[src/rtl/bt_pipeout_sched.sv]
// Round-robin scheduler sharing one block-throttled pipe-out endpoint among
// N_CH FWFT channel FIFOs; each block is prefixed with a channel/sequence header.
module bt_pipeout_sched #(
    parameter int unsigned N_CH        = 4,
    parameter int unsigned BLOCK_WORDS = 256,
    parameter int unsigned CNT_W       = 11
) (
    input  logic                    ti_clk,
    input  logic                    rst_n,
    input  logic [N_CH-1:0]         ch_enable,
    input  logic [N_CH*CNT_W-1:0]   ch_count,
    input  logic [N_CH*16-1:0]      ch_data,
    output logic [N_CH-1:0]         ch_rd_en,
    output logic                    ep_ready,
    input  logic                    ep_blockstrobe,
    input  logic                    ep_read,
    output logic [15:0]             ep_datain,
    output logic [3:0]              cur_ch,
    output logic                    busy,
    output logic                    err,
    output logic [15:0]             blocks_sent
);

    localparam int unsigned CH_W   = (N_CH > 1) ? $clog2(N_CH) : 1;
    localparam int unsigned IDX_W  = $clog2(BLOCK_WORDS);
    localparam int unsigned THRESH = BLOCK_WORDS - 1;
    localparam logic [IDX_W-1:0] LAST_IDX = IDX_W'(BLOCK_WORDS - 1);

    typedef enum logic [1:0] {
        S_IDLE  = 2'd0,
        S_ARMED = 2'd1,
        S_XFER  = 2'd2
    } state_t;

    state_t              state_q, state_d;
    logic [CH_W-1:0]     cur_idx_q, cur_idx_d;
    logic [CH_W-1:0]     rr_q, rr_d;
    logic [IDX_W-1:0]    word_idx_q, word_idx_d;
    logic                ep_ready_d;
    logic                busy_d;
    logic                err_d;
    logic [15:0]         blocks_d;
    logic                seq_inc;
    logic [7:0]          seq_q [N_CH];

    logic [CNT_W-1:0]    cnt_arr  [N_CH];
    logic [15:0]         data_arr [N_CH];
    logic [N_CH-1:0]     elig_now;
    logic [N_CH-1:0]     elig_q;
    logic [N_CH-1:0]     cand;
    logic                grant_valid;
    logic [CH_W-1:0]     grant_idx;

    for (genvar gi = 0; gi < N_CH; gi++) begin : g_unpack
        assign cnt_arr[gi]  = ch_count[gi*CNT_W +: CNT_W];
        assign data_arr[gi] = ch_data[gi*16 +: 16];
    end

    // A channel must be eligible both last cycle and now: rising eligibility
    // takes one extra cycle, a dropped enable takes effect immediately.
    always_comb begin
        elig_now = '0;
        for (int unsigned i = 0; i < N_CH; i++) begin
            elig_now[i] = ch_enable[i] && (32'(cnt_arr[i]) >= THRESH);
        end
        cand = elig_now & elig_q;
    end

    // First candidate at or above rr_q, wrapping.
    always_comb begin
        int unsigned j;
        j           = 0;
        grant_valid = 1'b0;
        grant_idx   = '0;
        for (int unsigned k = 0; k < N_CH; k++) begin
            j = (32'(rr_q) + k) % N_CH;
            if (!grant_valid && cand[j]) begin
                grant_valid = 1'b1;
                grant_idx   = CH_W'(j);
            end
        end
    end

    // Next-state and registered-output logic.
    always_comb begin
        state_d    = state_q;
        cur_idx_d  = cur_idx_q;
        rr_d       = rr_q;
        word_idx_d = word_idx_q;
        ep_ready_d = ep_ready;
        err_d      = err;
        blocks_d   = blocks_sent;
        seq_inc    = 1'b0;

        case (state_q)
            S_IDLE: begin
                if (ep_blockstrobe || ep_read) begin
                    err_d = 1'b1;
                end
                if (grant_valid) begin
                    state_d    = S_ARMED;
                    cur_idx_d  = grant_idx;
                    rr_d       = CH_W'((32'(grant_idx) + 1) % N_CH);
                    ep_ready_d = 1'b1;
                end
            end
            S_ARMED: begin
                if (ep_read) begin
                    err_d = 1'b1;
                end
                if (ep_blockstrobe) begin
                    state_d    = S_XFER;
                    word_idx_d = '0;
                    ep_ready_d = 1'b0;
                end
            end
            S_XFER: begin
                if (ep_blockstrobe) begin
                    err_d = 1'b1;
                end
                if (ep_read) begin
                    if (word_idx_q == LAST_IDX) begin
                        state_d    = S_IDLE;
                        word_idx_d = '0;
                        seq_inc    = 1'b1;
                        blocks_d   = blocks_sent + 16'd1;
                    end else begin
                        word_idx_d = word_idx_q + IDX_W'(1);
                    end
                end
            end
            default: begin
                state_d    = S_IDLE;
                ep_ready_d = 1'b0;
            end
        endcase

        busy_d = (state_d != S_IDLE);
    end

    always_ff @(posedge ti_clk) begin
        if (!rst_n) begin
            state_q     <= S_IDLE;
            cur_idx_q   <= '0;
            rr_q        <= '0;
            word_idx_q  <= '0;
            ep_ready    <= 1'b0;
            busy        <= 1'b0;
            err         <= 1'b0;
            blocks_sent <= '0;
            elig_q      <= '0;
            for (int unsigned i = 0; i < N_CH; i++) begin
                seq_q[i] <= '0;
            end
        end else begin
            state_q     <= state_d;
            cur_idx_q   <= cur_idx_d;
            rr_q        <= rr_d;
            word_idx_q  <= word_idx_d;
            ep_ready    <= ep_ready_d;
            busy        <= busy_d;
            err         <= err_d;
            blocks_sent <= blocks_d;
            elig_q      <= elig_now;
            if (seq_inc) begin
                seq_q[cur_idx_q] <= seq_q[cur_idx_q] + 8'd1;
            end
        end
    end

    assign cur_ch = 4'(cur_idx_q);

    // Endpoint data and FIFO pop are combinational so word k is presented in
    // the same cycle its read is sampled; reset suppresses both at once.
    always_comb begin
        ep_datain = '0;
        ch_rd_en  = '0;
        if (rst_n && state_q == S_XFER) begin
            if (word_idx_q == '0) begin
                ep_datain = {4'hA, cur_ch, seq_q[cur_idx_q]};
            end else begin
                ep_datain           = data_arr[cur_idx_q];
                ch_rd_en[cur_idx_q] = ep_read;
            end
        end
    end

endmodule

[config.mk]
export PLATFORM = sky130hd
export DESIGN_NAME = bt_pipeout_sched
export DESIGN_NICKNAME = d
export VERILOG_FILES = /design/src/rtl/bt_pipeout_sched.sv
export SDC_FILE = /design/constraint.sdc
export NUM_CORES = 1
export LEC_CHECK = 0
export CAP_MARGIN = 10
export CORE_UTILIZATION = 30
export DETAILED_ROUTE_END_ITERATION = 10
export SETUP_SLACK_MARGIN = 0.15
export SLEW_MARGIN = 40
export SYNTH_ARGS = -nofsm -noshare
export SYNTH_HDL_FRONTEND = slang
export SYNTH_SLANG_ARGS = --single-unit
export TNS_END_PERCENT = 50
[constraint.sdc]
create_clock -name ti_clk -period 6 [get_ports ti_clk]
set_input_delay 0.6 -clock ti_clk [delete_from_list [all_inputs] [get_ports ti_clk]]
set_output_delay 0.6 -clock ti_clk [all_outputs]
set_load 0.02 [all_outputs]
==> results of run 1 <==
==> routing by layer <==
metal	track usage (%)	routed length [um]	vias to the layer above
met1	20.30	4807	1709
met4	2.804	70	0
met2	30.33	5872	118
met5	0	0	-
met3	4.942	654	7
li1	-	-	1737
==> Yosys cell counts, types with 10 or more instances <==
cell type / count
edfxtp_1: 32
mux4_2: 23
and3_1: 12
mux2i_1: 13
nand3_1: 13
nand2_1: 21
o21ai_0: 19
dfxtp_1: 39
a21oi_1: 19
inv_1: 12
nand4_1: 14
clkbuf_1: 12
nor3_1: 10
nor2_1: 73
==> layout make-up <==
class,instances,area [um2]
timing repair buffer,159,1584
fill,1182,6867
inverter,12,45.04
sequential,71,1742
clock inverter,3,43.79
multi-input combinational,290,2088
clock buffer,13,240.2
tap,172,215.2
==> power groups by stage <==
stage / Clock [mW] / Sequential, mW / Combinational [mW]
floorplan: 0 / 0.544 / 0.0964
global placement: 0 / 0.545 / 0.202
detailed placement: 0 / 0.546 / 0.205
CTS: 0.519 / 0.536 / 0.206
global route: 0.539 / 0.538 / 0.221
finish: 0.508 / 0.536 / 0.204
==> logic make-up after synthesis <==
kind of cell	Yosys count	share of synthesized area, %
AOI/OAI and AO/OA	49	7.016
xor gates and xnor gates	17	3.898
adders and majority gates	4	1.247
buffers and inverters	34	4.646
DFF	71	43.41
muxes	37	16.43
other	1	0.09346
and+or+nand+nor	181	23.26
==> worst register-to-register path, delay by kind of cell, from the launching register on <==
kind | cells | cell delay (ns)
AND/OR/NAND/NOR | 5 | 1.56
adder cells (fa/ha/maj) | 1 | 0.24
flip-flops | 1 | 0.37
==> metrics by stage <==
| stage | setup slack [ns] | cell area, um2 | hold WS (ns) | utilization (%) |
|---|---|---|---|---|
| 5_1_grt | 1.855 | 5958 | 0.5283 | 46.46 |
| 2_1_floorplan | 3.571 | 4016 | 0.4573 | - |
| 3_5_place_dp | 2.012 | 5674 | 0.4829 | 44.24 |
| 3_3_place_gp | 2.206 | 5674 | 0.4752 | 44.24 |
| 6_report | 2.050 | 5958 | 0.4828 | 46.46 |
| 4_1_cts | 2.020 | 5958 | 0.4944 | 46.46 |
==> final timing paths <==
path	from	endpoint	slack, ns	cells past startpoint
setup / recovery	rst_n	ch_rd_en[0]	2.05	6
hold / removal	err	err	0.48	2
setup reg to reg	word_idx_q[0]	seq_q[0][5]	3.46	6
hold reg to reg	err	err	0.48	2
==> flip-flops by register name, summed over array words and instances (netlist names), named ones only <==
signal,cells
blocks_sent,16
busy,1
cur_idx_q,2
elig_q,4
ep_ready,1
err,1
rr_q,2
seq_q,32
state_q,2
word_idx_q,8
==> flow_metrics.py, run 1 <==
metrics = {
    "outcome": {
        "status": "finished, final reports clean",
    },
    "final_layout": {
        "stdcell_count": 720,
        "syn_to_final_growth_pct": 48.49,
        "nNetsFinal": 663,
        "final_cell_mix": "156 x clkdlybuf4s50_1, 73 x nor2_1, 39 x dfxtp_1, 32 x edfxtp_1, 23 x mux4_2",
        "layout_commonest_cell": "clkdlybuf4s50_1",
        "n_antenna_cell": 0,
        "drive_above_1_share_pct": 10.22,
    },
    "place": {
        "dpl.hpwl_um": 8651,
        "io_buffer_count": 156,
        "dp_cells": 704,
        "place_congestion": 0.8260,
    },
    "cts": {
        "cts_sinks": 71,
        "cts_buffers": 9,
        "htree_num_levels": 3,
        "cts-resized-gates": 0,
        "ctsLongestPathBuffers": 2,
        "clk_latency_ns": 0.33,
        "postCtsHoldBufs": 0,
        "clk_pin_slew_ns": 0.05,
        "cts_root_buf": "clkbuf_16",
        "post_cts_buffers": 0,
        "cts_tree": "done",
    },
    "synthesis": {
        "ys_warn_count": 0,
        "syn_area_per_cell_um2": 10.18,
        "synth_seq_cells": 71,
        "synth-edff-count": 32,
        "synthCells": 394,
        "netlist.top_cell.by_area": "edfxtp_1",
        "yosysTopAreaCellShare_pct": 23.95,
        "ys_types": 53,
        "synth-main-ff-cell": "dfxtp_1",
        "syn_area_um2": 4013,
        "synthTopCellsByArea": "edfxtp_1 24%, dfxtp_1 19%, mux4_2 13%",
        "synth_async_sr_flop_share_pct": 0,
        "yosysSeqAreaShare_pct": 43.41,
    },
    "sta": {
        "drv_slew": 0,
        "setup_viol": 0,
        "max_freq_ghz": 0.2531,
        "fin_crit_sh_pct": 65.84,
        "rsz0062_at_grt": "no",
        "worst_slew_pin_slew_ns": 0.6183,
        "fin_crit_ns": 3.950,
        "fin_skew_ns": 0.006838,
        "fin_setup_tns_ns": 0,
        "hold_viol_final": 0,
        "max_slew_margin_pct": 58.65,
    },
    "job": {
        "drv_cap": 0,
    },
    "route": {
        "drt_iter0_drc": 196,
        "wl_um": 11410,
        "via_per_inst": 4.960,
        "ant_nets": 0,
        "vias": 3571,
        "drc_errors": 0,
        "dr.pass1.iters": 4,
        "wl_per_cell_um": 15.84,
    },
    "critical_path": {
        "cp_slowest_stage_delay_ns": 0.87,
        "cp-start-kind": "input pin",
        "arrival_ns": 3.35,
        "path_max_fanout": 16,
        "end_kind": "output pin",
        "crit_type": "in2out",
        "path_buf_inv": 2,
        "slowest_stage": "clkdlybuf4s50_1",
        "crit_family": "buffers and inverters",
        "cp_data_required_time_ns": 5.40,
        "path_cells": "clkdlybuf4s50_1 > nand2_1 > nor2_1 > nand2_1 > nor3_1 > clkdlybuf4s50_1",
    },
    "power_and_ir_drop": {
        "powerDensity_nw_per_um2": 209.5,
        "power.share.combinational_pct": 16.4,
        "peakVddDrop_uv": 141.4,
        "pwr-share-seq_pct": 42.9,
        "power_leakage_nw": 2.111,
        "power_mw": 1.248,
        "internal_power_mw": 0.9663,
        "power_switching_mw": 0.2819,
        "power_switching_share_pct": 22.59,
        "pwr-share-clk_pct": 40.7,
    },
    "min_path": {
        "hold_class": "reg2reg",
    },
    "die": {
        "die_y_um": 117.7,
        "core_um2": 12820,
        "initial_utilization_pct": 31.29,
        "dieWidth_um": 117.7,
        "die_area_um2": 13840,
        "num_rows": 41,
        "ios": 159,
    },
    "global_route": {
        "grt_pass1_wl_um": 18570,
        "grt-ovfl-total": 0,
        "antenna_found_initial": 0,
        "grt_start_max_net_pins": 30,
        "grt_pass1_vias": 3629,
        "grt_util_all_layers_pct": 16.98,
    },
}
Power figures use the tool's default switching activity.
==> inputs of run 2 (changes only) <==
==> constraint.sdc (replaced) <==
create_clock -name ti_clk -period 4.1 [get_ports ti_clk]
set_input_delay 0.41 -clock ti_clk [delete_from_list [all_inputs] [get_ports ti_clk]]
set_output_delay 0.41 -clock ti_clk [all_outputs]
set_load 0.02 [all_outputs]
==> flow_metrics.py, run 2 (same netlist as run 1, synthesis figures left out) <==
metrics = {
    "place": {
        "dp_cells": 705,
        "place_congestion": 0.8817,
        "io_buffer_count": 156,
        "dpl.hpwl_um": 8697,
    },
    "route": {
        "drc_errors": 0,
        "wl_um": 11360,
        "via_per_inst": 4.939,
        "vias": 3561,
        "wl_per_cell_um": 15.76,
        "drt_iter0_drc": 148,
        "ant_nets": 0,
        "dr.pass1.iters": 4,
    },
    "sta": {
        "max_slew_margin_pct": 49.05,
        "fin_setup_tns_ns": 0,
        "fin_crit_sh_pct": 80.40,
        "drv_slew": 0,
        "setup_viol": 0,
        "rsz0062_at_grt": "no",
        "hold_viol_final": 0,
        "fin_skew_ns": 0.005662,
        "worst_slew_pin_slew_ns": 0.7632,
        "fin_crit_ns": 3.296,
        "max_freq_ghz": 0.3034,
    },
    "cts": {
        "cts_sinks": 71,
        "cts_root_buf": "clkbuf_16",
        "cts_buffers": 9,
        "htree_num_levels": 3,
        "clk_pin_slew_ns": 0.06,
        "cts-resized-gates": 0,
        "post_cts_buffers": 0,
        "cts_tree": "done",
        "clk_latency_ns": 0.33,
        "ctsLongestPathBuffers": 2,
        "postCtsHoldBufs": 0,
    },
    "power_and_ir_drop": {
        "power_switching_share_pct": 24.04,
        "powerDensity_nw_per_um2": 305.8,
        "power_switching_mw": 0.4394,
        "pwr-share-seq_pct": 43.2,
        "power.share.combinational_pct": 16.0,
        "power_mw": 1.828,
        "peakVddDrop_uv": 228.4,
        "pwr-share-clk_pct": 40.7,
        "internal_power_mw": 1.388,
        "power_leakage_nw": 2.110,
    },
    "final_layout": {
        "nNetsFinal": 664,
        "syn_to_final_growth_pct": 48.96,
        "fillers": 1211,
        "stdcell_count": 721,
        "largest_reg_flops": 32,
        "top_register": "seq_q",
        "drive_above_1_share_pct": 11.29,
        "layout_commonest_cell": "clkdlybuf4s50_1",
        "n_antenna_cell": 0,
        "final_cell_mix": "156 x clkdlybuf4s50_1, 73 x nor2_1, 38 x dfxtp_1, 32 x edfxtp_1, 23 x mux4_2",
        "largest_registers": "seq_q (32), blocks_sent (16), word_idx_q (8)",
    },
    "die": {
        "initial_utilization_pct": 31.29,
        "dieWidth_um": 117.7,
        "die_area_um2": 13840,
        "die_y_um": 117.7,
        "num_rows": 41,
        "core_um2": 12820,
        "ios": 159,
    },
    "critical_path": {
        "arrival_ns": 2.89,
        "path_cells": "inv_1 > nor2_2 > nand2_1 > nor2_1 > nand2_1 > nor3_1 > clkdlybuf4s50_1",
        "path_max_fanout": 13,
        "crit_family": "simple AND/OR/NAND/NOR gates",
        "end_kind": "output pin",
        "cp_slowest_stage_delay_ns": 0.63,
        "cp_data_required_time_ns": 3.69,
        "crit_top_cell": "nand2_1",
        "path_buf_inv": 2,
        "slowest_stage": "clkdlybuf4s50_1",
        "cp-start-kind": "register",
        "crit_type": "reg2out",
    },
    "min_path": {
        "hold_class": "reg2reg",
    },
    "global_route": {
        "antenna_found_initial": 0,
        "grt_pass1_wl_um": 18490,
        "grt-ovfl-total": 0,
        "grt_pass1_vias": 3610,
        "grt_util_all_layers_pct": 16.67,
        "grt_start_max_net_pins": 30,
    },
    "outcome": {
        "status": "finished, final reports clean",
    },
    "job": {
        "drv_cap": 0,
    },
}
## run 2: layout make-up
type / count / area [um2] / area share, %
inverter: 12 / 45.04 / 0.7536
clock inverter: 6 / 43.79 / 0.7327
timing repair buffer: 160 / 1592 / 26.63
clock buffer: 10 / 250.2 / 4.187
multi-input combinational: 290 / 2088 / 34.94
sequential: 71 / 1743 / 29.16
tap: 172 / 215.2 / 3.601
## run 2: worst register-to-register path, stage by stage (launching register included)
cell,delay (ns)
dfxtp_1,0.39
ha_1,0.24
nand3_1,0.18
nor2_1,0.26
nand3_2,0.23
or3_1,0.48
nand2_1,0.36
## run 2: through the flow
stage	utilization [%]	setup slack (ns)	instance area [um2]	hold slack, ns
detailed placement	44.31	0.9274	5683	0.4902
global route	46.60	0.5084	5977	0.5097
global placement	44.30	0.9564	5682	0.4710
floorplan	-	1.861	4016	0.4573
CTS	46.60	0.7593	5977	0.4986
finish	46.60	0.8038	5977	0.4960
## run 2: final timing paths
| kind | startpoint | endpoint | slack [ns] | cells past startpoint |
|---|---|---|---|---|
| min reg2reg | word_idx_q[1] | word_idx_q[1] | 0.50 | 2 |
| max | state_q[1] | ch_rd_en[0] | 0.80 | 7 |
| min | word_idx_q[1] | word_idx_q[1] | 0.50 | 2 |
| max reg2reg | word_idx_q[0] | seq_q[0][7] | 1.62 | 6 |
## run 2: metal layers
layer / global-route usage [%] / part of all wire [%] / vias to the layer above
li1: - / - / 1734
met1: 19.69 / 43 / 1700
met2: 30.15 / 51 / 124
met3: 3.779 / 6.1 / 3
met4: 4.327 / 0.40 / 0
met5: 0 / 0 / -
## run 2: power groups by stage
| stage | registers (mW) | clock network (mW) | logic (mW) |
|---|---|---|---|
| after floorplan | 0.796 | 0 | 0.141 |
| after global placement | 0.803 | 0 | 0.291 |
| after detailed placement | 0.806 | 0 | 0.293 |
| after CTS | 0.791 | 0.757 | 0.296 |
| after global routing | 0.795 | 0.788 | 0.315 |
| final | 0.790 | 0.745 | 0.293 |
==> inputs of run 3 (changes only) <==
==> constraint.sdc (replaced) <==
create_clock -name ti_clk -period 3.4 [get_ports ti_clk]
set_input_delay 0.34 -clock ti_clk [delete_from_list [all_inputs] [get_ports ti_clk]]
set_output_delay 0.34 -clock ti_clk [all_outputs]
set_load 0.02 [all_outputs]
==> flow_metrics.py, run 3 (same netlist as run 1, synthesis figures left out) <==
metrics = {
    "route": {
        "wl_per_cell_um": 15.61,
        "drt_iter0_drc": 139,
        "dr.pass1.iters": 4,
        "wl_um": 11280,
        "via_per_inst": 4.812,
        "ant_nets": 0,
        "vias": 3479,
        "drc_errors": 0,
    },
    "cts": {
        "clk_latency_ns": 0.32,
        "cts-resized-gates": 0,
        "ctsLongestPathBuffers": 2,
        "cts_sinks": 71,
        "htree_num_levels": 3,
        "cts_tree": "done",
        "clk_pin_slew_ns": 0.05,
        "post_cts_buffers": 0,
        "cts_buffers": 9,
        "postCtsHoldBufs": 0,
        "cts_root_buf": "clkbuf_16",
    },
    "final_layout": {
        "drive_above_1_share_pct": 11.07,
        "largest_reg_flops": 32,
        "multi_input_area_um2": 2088,
        "top_register": "seq_q",
        "layout_commonest_cell": "clkdlybuf4s50_1",
        "regArea_um2": 1742,
        "stdcell_count": 723,
        "syn_to_final_growth_pct": 48.83,
        "fillers": 1200,
        "utilization_pct": 46.57,
        "final_cell_mix": "156 x clkdlybuf4s50_1, 73 x nor2_1, 39 x dfxtp_1, 32 x edfxtp_1, 23 x mux4_2",
        "largest_registers": "seq_q (32), blocks_sent (16), word_idx_q (8)",
        "nNetsFinal": 667,
        "n_antenna_cell": 0,
    },
    "critical_path": {
        "path_cells": "inv_1 > ha_1 > or4b_1 > nor4_4 > buf_4 > o21ai_0 > a21oi_1 > clkdlybuf4s50_1",
        "end_kind": "output pin",
        "slowest_stage": "clkdlybuf4s50_1",
        "path_buf_inv": 3,
        "crit_type": "reg2out",
        "cp-start-kind": "register",
        "cp_data_required_time_ns": 3.06,
        "crit_family": "buffers and inverters",
        "path_max_fanout": 14,
        "arrival_ns": 2.68,
        "cp_slowest_stage_delay_ns": 0.63,
    },
    "job": {
        "drv_cap": 0,
    },
    "global_route": {
        "grt_pass1_wl_um": 18750,
        "grt_util_all_layers_pct": 16.99,
        "antenna_found_initial": 0,
        "grt_pass1_vias": 3585,
        "grt-ovfl-total": 0,
        "grt_start_max_net_pins": 30,
    },
    "place": {
        "place_congestion": 0.8598,
        "dp_cells": 708,
        "io_buffer_count": 156,
        "dpl.hpwl_um": 8934,
    },
    "sta": {
        "worst_slew_pin_slew_ns": 0.5458,
        "hold_viol_final": 0,
        "setup_viol": 0,
        "fin_skew_ns": 0.004492,
        "rsz0062_at_grt": "no",
        "max_slew_margin_pct": 63.56,
        "drv_slew": 0,
        "fin_crit_sh_pct": 88.78,
        "fin_crit_ns": 3.019,
        "max_freq_ghz": 0.3313,
        "fin_setup_tns_ns": 0,
    },
    "outcome": {
        "status": "finished, final reports clean",
    },
    "die": {
        "initial_utilization_pct": 31.29,
        "dieWidth_um": 117.7,
        "die_y_um": 117.7,
        "ios": 159,
        "core_um2": 12820,
        "num_rows": 41,
        "die_area_um2": 13840,
    },
    "power_and_ir_drop": {
        "power.share.combinational_pct": 17.2,
        "pwr-share-seq_pct": 44.9,
        "power_mw": 2.118,
        "power_switching_share_pct": 23.36,
        "power_leakage_nw": 2.121,
        "power_switching_mw": 0.4947,
        "powerDensity_nw_per_um2": 354.7,
        "peakVddDrop_uv": 227.0,
        "internal_power_mw": 1.623,
        "pwr-share-clk_pct": 37.9,
    },
    "min_path": {
        "hold_class": "reg2reg",
    },
}
## run 3: through the flow
stage	worst slack, ns	area (um2)	hold WS [ns]
after global placement	0.7066	5717	0.4706
final	0.3815	5972	0.4875
after floorplan	1.231	4016	0.4573
after global routing	0.1846	5972	0.5026
after detailed placement	0.6119	5717	0.4794
after CTS	0.3516	5972	0.4862
## run 3: area by class of cell
type                            instances  share of cell area, %
Timing Repair Buffer                  163                  27.24
Inverter                               12                 0.7542
Clock buffer                           10                  3.834
Sequential cell                        71                  29.16
Clock inverter                          5                 0.4400
Tap cell                              172                  3.604
Multi-Input combinational cell        290                  34.97
## run 3: final timing paths
check                     start       endpoint  slack, ns  depth (start not counted)
setup / recovery  word_idx_q[0]   ep_datain[8]       0.38                          8
hold / removal    word_idx_q[1]  word_idx_q[1]       0.49                          2
setup reg to reg       register    seq_q[2][5]       0.95                          5
hold reg to reg   word_idx_q[1]  word_idx_q[1]       0.49                          2
## run 3: worst min-delay path, stage by stage, from the launching register on
cell,delay (ns)
dfxtp_1,0.33
nand2_1,0.06
a21oi_1,0.05
## run 3: power by group through the flow
stage / sequential (mW) / clock [mW] / combinational (mW)
4_1_cts: 0.950 / 0.828 / 0.368
3_3_place_gp: 0.966 / 0 / 0.361
3_5_place_dp: 0.968 / 0 / 0.365
5_1_grt: 0.954 / 0.865 / 0.395
6_report: 0.950 / 0.803 / 0.364
2_1_floorplan: 0.960 / 0 / 0.170
## run 3: metal layers
metal / share of wire (%) / GRT usage [%] / vias to the layer above / routed length, um
met3: 5.9 / 5.087 / 9 / 667
met5: 0 / 0 / - / 0
met4: 0.61 / 3.365 / 0 / 69
met2: 49 / 29.23 / 107 / 5555
met1: 44 / 20.94 / 1627 / 4992
li1: - / - / 1736 / -
